--- src/rtl/numero_a_bcd.sv ---
// Sequential binary-to-BCD converter (shift-add-3), one shift per clock, start/busy/done handshake.
// Define NUMERO_A_BCD_BLANK_EN to output leading-zero digits as 4'hF (blank on the display).
module numero_a_bcd #(
  parameter int WIDTH = 10
) (
  input  logic             clk,
  input  logic             rst_n,
  input  logic             start,
  input  logic [WIDTH-1:0] numero,
  output logic             busy,
  output logic             done,
  output logic [3:0]       miles,
  output logic [3:0]       centenas,
  output logic [3:0]       decenas,
  output logic [3:0]       unidades
);

  localparam int CW = (WIDTH > 1) ? $clog2(WIDTH) : 1;
  localparam logic [CW-1:0] LAST = CW'(WIDTH - 1);

`ifdef NUMERO_A_BCD_BLANK_EN
  localparam logic [15:0] RESET_DIGITS = 16'hFFF0;
`else
  localparam logic [15:0] RESET_DIGITS = 16'h0000;
`endif

  typedef enum logic {IDLE, CONV} state_t;

  state_t           state;
  logic [15:0]      bcd;
  logic [WIDTH-1:0] bin;
  logic [CW-1:0]    cnt;
  logic [15:0]      digits;

  logic [15:0]       bcd_adj;
  logic [WIDTH+15:0] shifted;

  // Scanning from the thousands digit, every leading zero above the units becomes blank.
  function automatic logic [15:0] format_digits(input logic [15:0] d);
    logic [15:0] r;
    r = d;
`ifdef NUMERO_A_BCD_BLANK_EN
    if (d[15:12] == 4'h0) begin
      r[15:12] = 4'hF;
      if (d[11:8] == 4'h0) begin
        r[11:8] = 4'hF;
        if (d[7:4] == 4'h0) r[7:4] = 4'hF;
      end
    end
`endif
    return r;
  endfunction

  // NOTE: every combinational output gets a default first so no path can infer a latch.
  always_comb begin
    bcd_adj = bcd;
    for (int i = 0; i < 4; i++) begin
      if (bcd[4*i +: 4] >= 4'd5) bcd_adj[4*i +: 4] = bcd[4*i +: 4] + 4'd3;
    end
    shifted = {bcd_adj, bin} << 1;
  end

  // NOTE: sequential state uses non-blocking assignments only, so every register
  // sees the pre-edge values of the others regardless of statement order.
  always_ff @(posedge clk) begin
    if (!rst_n) begin
      state  <= IDLE;
      busy   <= 1'b0;
      done   <= 1'b0;
      bcd    <= '0;
      bin    <= '0;
      cnt    <= '0;
      digits <= RESET_DIGITS;
    end else begin
      done <= 1'b0;
      case (state)
        IDLE: begin
          if (start) begin
            bin   <= numero;
            bcd   <= '0;
            cnt   <= '0;
            busy  <= 1'b1;
            state <= CONV;
          end
        end
        CONV: begin
          bcd <= shifted[WIDTH+15:WIDTH];
          bin <= shifted[WIDTH-1:0];
          cnt <= cnt + CW'(1);
          if (cnt == LAST) begin
            digits <= format_digits(shifted[WIDTH+15:WIDTH]);
            done   <= 1'b1;
            busy   <= 1'b0;
            state  <= IDLE;
          end
        end
        default: state <= IDLE;
      endcase
    end
  end

  assign miles    = digits[15:12];
  assign centenas = digits[11:8];
  assign decenas  = digits[7:4];
  assign unidades = digits[3:0];

endmodule
--- config.mk ---
export PLATFORM = sky130hd
export DESIGN_NAME = numero_a_bcd
export DESIGN_NICKNAME = d
export VERILOG_FILES = /design/src/rtl/numero_a_bcd.sv
export SDC_FILE = /design/constraint.sdc
export NUM_CORES = 1
export LEC_CHECK = 0
export ABC_AREA = 0
export CORE_MARGIN = 8
export CORE_UTILIZATION = 48
export DETAILED_ROUTE_END_ITERATION = 8
export PLACE_DENSITY = 0.76
export SETUP_SLACK_MARGIN = 0.4
export SYNTH_ARGS = -nofsm -noshare
export SYNTH_HDL_FRONTEND = slang
export SYNTH_SLANG_ARGS = --single-unit
--- constraint.sdc ---
create_clock -name clk -period 1.6 [get_ports clk]
set_clock_uncertainty 0.05 [all_clocks]
set_input_delay 0.24 -clock clk [delete_from_list [all_inputs] [get_ports clk]]
set_output_delay 0.24 -clock clk [all_outputs]
set_load 0.01 [all_outputs]
; After elaboration in Yosys (flattened, before gate mapping)
; Index checks and enable logic that the tools add are counted.
[classes]
order_cmp = 4
n_eq_ne = 3
bitwise_logic = 1
addsub = 5
n_reduce_logical = 3
muxes = 17
[op_table]
columns = op, n
row1 = case mux 16 bit (2 select lines), 1
row2 = case mux 10 bit (2 select lines), 1
row3 = "greater-or-equal comparator 4 x 3 -> 1 bit, second input constant", 4
row4 = 2-to-1 mux 16 bit, 1
row5 = 2-to-1 mux 4 bit, 4
row6 = "adder 4 x 2 -> 4 bit, second input constant", 3
row7 = 2-to-1 mux 10 bit, 1
row8 = case mux 4 bit (2 select lines), 1
row9 = AND reduction 2 bit, 3
row10 = 2-to-1 mux 1 bit, 5
row11 = "adder 4 x 1 -> 4 bit, second input constant", 1
row12 = "== test 4 bit, second input constant", 1
row13 = case mux 1 bit (2 select lines), 2
row14 = "adder 3 x 2 -> 3 bit, second input constant", 1
row15 = 2-to-1 mux 3 bit, 1
row16 = "!= test 2 x 1 -> 1 bit, second input constant", 1
row17 = "!= test 2 bit, second input constant", 1
row18 = NOT 1 bit, 1
[word_totals]
reg_bits = 49
output_inout_bits = 18

; Logic depth before layout (Yosys ltp)
; Gate-level depths: netlist of the first run.
[logic_depth]
depth_word = 3
depth_mapped = 8
ltp_nobuf = 6

; Least setup slack after synthesis of the first run
; OpenSTA, ideal clock, no wires.
[synth_path]
kind = register to register
startpoint = reg bcd[8]
endpoint = reg bcd[10]
stages_incl_launch_ff = 7
synth_period_minus_slack_ns = 1.508
path_slack_ns = 0.092
required_ns = 1.458
t_arrival_ns = 1.366
setup_time_ns = 0.092
path_cell_list = dfxtp_1 -> inv_1 -> ha_1 -> nand2b_1 -> a21oi_1 -> mux2_2 -> o32ai_1
[synth_between]
elab_chain_len = 3
elab_cells_between_ends = 4
classes_between = 1 x add/sub / 1 x order compare / 2 x mux
[synth_lines]
columns = item, line
row1 = "start, declared", 30  ; logic [15:0] bcd;
row2 = "start signal, assigned", 87  ; bcd <= shifted[WIDTH+15:WIDTH];
row3 = adder 4 x 2 -> 4 bit / greater-or-equal comparator 4 x 3 -> 1 bit (equally long branches), 58  ; if (bcd[4*i +: 4] >= 4'd5) bcd_adj[4*i +: 4] = bcd[4*i +: 4] + 4'd3;
row4 = 2-to-1 mux 4 bit *, 58
row5 = case mux 16 bit (2 select lines) *, 76  ; case (state)
; Mark *: on every way between the ends. The rest lies on a longest branch, timed or not.
; A chain may end at the register's enable or synchronous reset.

; Worst setup path after layout of the first run
[layout_path]
startpoint = reg bcd[13]
endpoint = reg bcd[14]
[layout_between]
elab_chain_len = 3
elab_cells_between_ends = 4
classes_between = 1 x add/sub / 1 x order compare / 2 x mux
[layout_lines]
columns = item, line
row1 = greater-or-equal comparator 4 x 3 -> 1 bit / adder 3 x 2 -> 3 bit (equally long branches), 58
row2 = 2-to-1 mux 3 bit *, 58
row3 = case mux 16 bit (2 select lines) *, 76
; Marks and branches as above.

==> results of run 1 <==
worst max-delay path, cell delays in order (launching register included):
cell and delay [ns]:
dfxtp_2 0.35, inv_4 0.05, ha_4 0.14, nand2b_4 0.14, a21oi_4 0.17, mux2_4 0.34, o32ai_2 0.10
logic make-up after synthesis:
kind of cell               synth area share (%)
buffers and inverters                      6.71
xor gates and xnor gates                   1.58
muxes                                      7.00
AOI/OAI and AO/OA                          18.9
DFF                                        44.2
adders and majority gates                  5.64
and+or+nand+nor                            15.9
sequential cells by signal, summed over array words and instances, names as in the netlist:
signal	cells
done	1
cnt	4
busy	1
bin	10
bcd	16
digits	16
state	1
cells in the final DEF, fill, tap and decap left out, types with 5 or more instances in the layout:
cell and instances:
buf_6 5, o32ai_2 7, nand3_1 5, dfxtp_2 9
nand2_2 6, o21ai_1 10, mux2i_1 11, clkbuf_8 5
clkbuf_2 16, nor2_1 20, dfxtp_1 34, inv_4 5
a21oi_1 21, ha_4 9, nor3b_1 5, inv_1 5
dfxtp_4 6, clkdlybuf4s50_1 11, o21ai_2 12, buf_4 20
nand2_4 6
stage by stage:
stage	instance area (um2)	hold slack, ns	util (%)	total power (uW)
after floorplan	2460	0.366	-	1410
after global placement	2860	0.387	64.9	1480
after detailed placement	2860	0.390	64.9	1490
after CTS	3200	0.397	72.4	2200
after global routing	3370	0.430	76.3	2300
final	3370	0.404	76.3	2210
where the power goes:
group / leakage, uW / internal, uW / switching, uW / total, uW
registers: 0.000406 / 1230 / 17.0 / 1250
logic: 0.000854 / 124 / 118 / 242
clock network: 0.0000450 / 304 / 412 / 716
area by class of cell:
type,count,area [um2]
clock buffers,6,72.6
clock inverters,2,10.0
fillers,290,1050
inverters,15,83.8
multi-input cells,165,1550
flip-flops and latches,49,1010
well taps,52,65.1
repair buffers,62,572
what timing repair did:
item / 4_1_cts / 5_1_grt
gates resized for setup: 81 / 66
setup endpoints to repair: 60 / 52
buffers inserted: 10 / 6
pin swaps: 15 / 26
gates cloned: 1 / 1
path summary, 6_finish.rpt:
path	endpoint	cells past startpoint
setup reg to reg	bcd[14]	6
hold reg to reg	digits[2]	2
setup / recovery	bcd[14]	6
hold / removal	state	3
cells in the mapped netlist:
library cell,count
a21oi_1,28
a22o_1,1
a41oi_1,1
and2_1,1
buf_1,1
buf_2,8
buf_4,2
buf_6,2
clkbuf_1,3
dfxtp_1,49
ha_1,10
inv_1,15
mux2_2,4
mux2i_1,11
nand2_1,16
nand2b_1,6
nand3_1,5
nand3b_1,1
nand4b_1,1
nor2_1,21
nor2b_1,3
nor3_1,3
nor3b_1,11
o21a_1,1
o21ai_0,14
o21ai_2,10
o32ai_1,11
or2_1,1
or3_1,1
xnor2_1,4
layer usage:
layer,vias up,share of wire [%]
met2,39,53
li1,962,-
met1,918,41
met3,8,4.4
met5,-,0
met4,0,1.4
==> impl_metrics.ini, run 1 <==
[route]
drt_wl_total_mm = 5.57
num_vias = 1927
drcViolationCount = 0
routed_via_density = 5.49
drt_pre_antenna_iters = 4
wl_per_cell_um = 15.9
postRouteAntennaNets = 0
drtIter0Drc = 49

[synthesis]
ys_seq_area_share_pct = 44.2
synth_top_area_share_pct = 44.2
ys_warn_count = 0
yosys-top-cells-area = dfxtp_1 44%, a21oi_1 6.3%, ha_1 5.6%, mux2i_1 5.0%, o32ai_1 4.3%
syn-mean-instance-area_um2 = 9.05
ys_ff_latch = 49
syn-num-nets = 268
syn_inst = 245
ys_types = 30
syn_area_um2 = 2220
synth_largest_area_cell = dfxtp_1

[clock_network]
clk_pin_slew_ns = 0.09
cts_buffer_depth = 2
hold_buffers = 0
cts_tree = done
htreeDepth = 2
cts_root_buf = clkbuf_8
clk_latency_ns = 0.31
clock-sinks = 49
numCtsBuffers = 5

[critical_path]
crit_start = bcd[13]
cp-start-kind = flip-flop
critPathCaptureType = flip-flop
critPathKind = reg -> reg
arrival_ns = 1.59
worstPathMaxFanout = 4
timing.rr.start = bcd[13]
rrSetupSlack_ns = 0.18
critPathRequiredTime_ns = 1.77

[worst_hold_path]
min_from = start
hold_class = in -> reg

[floorplan]
die_y_um = 84.0
rows = 24
core_um2 = 4410
initial_core_util_pct = 50.2
die_w_um = 84.0
io_pins = 31
die-area_um2 = 7050

[timing]
hold_violations = 0
worst_slew_pin_slew_ns = 0.386
setup_ws_ns = 0.182
setup_viol = 0
slew_violations = 0
rsz0062_at_grt = yes
period_needed_ns = 1.42
slew_headroom_pct = 74.0
fin_setup_tns_ns = 0
timing.fmax_mhz = 705
timing.final.crit_share_pct = 88.6

[flow_run]
drv_cap = 0

[power_and_ir_drop]
vdd_drop_max_mv = 0.452
p_per_area_nw_per_um2 = 656
leakagePower_uw = 0.00131

[finish]
layout-drive-gt1-share_pct = 49.8
area_delta_synth_final_pct = 51.9
final_cells = 351
antennaDiodeCount = 0
final_nets = 321

[placement]
io_buffers = 30
dp_slack_ns = 0.00521
place_inst = 325
hpwl_mm = 3.36
gp_congestion = 0.818

[global_routing]
overflow = 0
grt_pass1_vias = 1950
grt.busiest_layer = met2
grt_util_all_layers_pct = 15.0
antenna_found_initial = 0
grt_use_met1_pct = 15.9
grt_pass1_wl_mm = 8.80
grt_max_degree = 20
grt_util_met2_pct = 27.3
grt_use_met3_pct = 4.98

[run_status]
status = finished, final reports clean
Note: power is estimated with default switching activity, not from simulation.
==> inputs of run 2 (changes only) <==
Settings changed: CORE_UTILIZATION 48 to 41, PLACE_DENSITY 0.76 to 0.67.
==> run 2 against run 1 <==
Net effect:
- final area rose by 5.5%
- register-to-register slack barely moved
- core utilization fell by 7.6 points
- worst hold slack barely moved
- wire length fell by 1.9%
- sequential share of layout area fell by 1.5 points
- via count fell by 0.83%
- cell count rose by 6.8%
- critical path type unchanged
- highest routed layer unchanged
==> impl_metrics.ini, run 2 (synthesis results as in run 1) <==
[finish]
final_cells = 375
area_delta_synth_final_pct = 60.2
reg.largest.list = bcd (16), digits (16), bin (10)
final_cell_mix = 28 x dfxtp_1, 22 x buf_4, 21 x a21oi_1, 21 x nor2_1, 17 x dfxtp_2
antennaDiodeCount = 0
layout_commonest_cell = dfxtp_1
layout-drive-gt1-share_pct = 52.8
final_nets = 327
final_cell_area_um2 = 3550
num-fill-cells = 385

[critical_path]
crit_chain = inv_4, ha_4, nand2b_4, a21oi_4, mux2_4, o32ai_2
worst_path_max_delay_cell = dfxtp_2
critPathKind = reg -> reg
rr_worst_depth = 6
timing.rr.start = bcd[5]
rrSetupSlack_ns = 0.19
cpPeakStageDelay_ns = 0.36
worstPathMaxFanout = 3
cp-start-kind = flip-flop
critPathRequiredTime_ns = 1.77
r2r-end = bcd[6]
critPathCaptureType = flip-flop
arrival_ns = 1.58

[clock_network]
cts_tree = done
cts_buffer_depth = 2
hold_buffers = 0
cts_root_buf = clkbuf_8
clk_pin_slew_ns = 0.10
clock-sinks = 49
htreeDepth = 2
clk_latency_ns = 0.30
numCtsBuffers = 5

[floorplan]
core_um2 = 5170
die_w_um = 89.5
rows = 26
die_y_um = 89.5
initial_core_util_pct = 42.9
die-area_um2 = 8020
io_pins = 31

[power_and_ir_drop]
p_per_area_nw_per_um2 = 688
vdd_drop_max_mv = 0.544
leakagePower_uw = 0.00137

[placement]
io_buffers = 30
dpl_cell_area_um2 = 2900
place_inst = 341
dp_slack_ns = 0.0130
hpwl_mm = 3.25
gp_congestion = 0.761

[timing]
worst_slew_pin_slew_ns = 0.342
timing.fmax_mhz = 709
setup_ws_ns = 0.190
slew_violations = 0
rsz0062_at_grt = yes
slew_headroom_pct = 77.0
period_needed_ns = 1.41
setup_viol = 0
timing.final.crit_share_pct = 88.1
hold_violations = 0
fin_setup_tns_ns = 0

[flow_run]
drv_cap = 0

[global_routing]
overflow = 0
grt_pass1_wl_mm = 8.65
grt_max_degree = 20
grt_pass1_vias = 1832
antenna_found_initial = 0
grt_util_all_layers_pct = 13.9

[route]
postRouteAntennaNets = 0
routed_via_density = 5.10
drt_wl_total_mm = 5.46
wl_per_cell_um = 14.6
num_vias = 1911
drtIter0Drc = 63
drt_pre_antenna_iters = 4
drcViolationCount = 0

[worst_hold_path]
holdPathEnd = digits[2]
hold_path_depth = 2
min_from = digits[2]
hold_class = reg -> reg

[run_status]
status = finished, final reports clean
run 2: worst max path at each step:
stage,start,end,slack (ns),cells past startpoint
after floorplan,bcd[9],bcd[10],0.28,6
after global placement,start,bcd[5],0.07,5
after detailed placement,start,bcd[9],0.01,5
after CTS,bcd[1],digits[2],0.19,6
after global routing,bcd[4],bcd[6],0.12,6
final,bcd[5],bcd[6],0.19,6
run 2: critical path, delay by kind of cell, from the launching register on:
kind	cells	cell delay, ns
multiplexers	1	0.34
flip-flops	1	0.36
buffers and inverters	1	0.05
adder cells (fa/ha/maj)	1	0.14
AND/OR/NAND/NOR	1	0.14
AO/OA/AOI/OAI	2	0.24
run 2: layout make-up:
class	instances	area [um2]	share of cell area [%]
well taps	70	87.6	2.47
clock inverters	2	37.5	1.06
multi-input cells	165	1560	43.8
inverters	15	83.8	2.36
clock buffers	6	82.6	2.32
repair buffers	68	687	19.3
flip-flops and latches	49	1020	28.6
run 2: where the power goes:
| part | leakage [uW] | internal [uW] | switching, uW | total, uW |
|---|---|---|---|---|
| Clock | 0.0000574 | 509 | 421 | 930 |
| Sequential | 0.000408 | 1240 | 15.7 | 1250 |
| Combinational | 0.000906 | 141 | 122 | 263 |
| Total | 0.00137 | 1890 | 559 | 2440 |
run 2: repair_timing:
action / in CTS / in global routing
pin swaps: 17 / 20
resized for setup: 82 / 71
endpoints found under the hold margin: 0 / 0
endpoints found under the setup margin: 60 / 57
setup buffers: 14 / 9
gates cloned: 2 / 1
run 2: routing by layer:
metal / vias to the layer above / part of all wire, % / global-route usage, %
met5: - / 0 / 0
met4: 0 / 1.7 / 4.98
met3: 9 / 4.0 / 3.58
met2: 33 / 50 / 24.0
met1: 891 / 44 / 15.9
li1: 978 / - / -
run 2: metrics by stage:
stage	total power, uW	hold slack [ns]	utilization [%]
2_1_floorplan	1410	0.366	-
3_3_place_gp	1490	0.388	56.0
3_5_place_dp	1490	0.389	56.0
4_1_cts	2430	0.406	64.0
5_1_grt	2540	0.427	68.7
6_report	2440	0.404	68.7
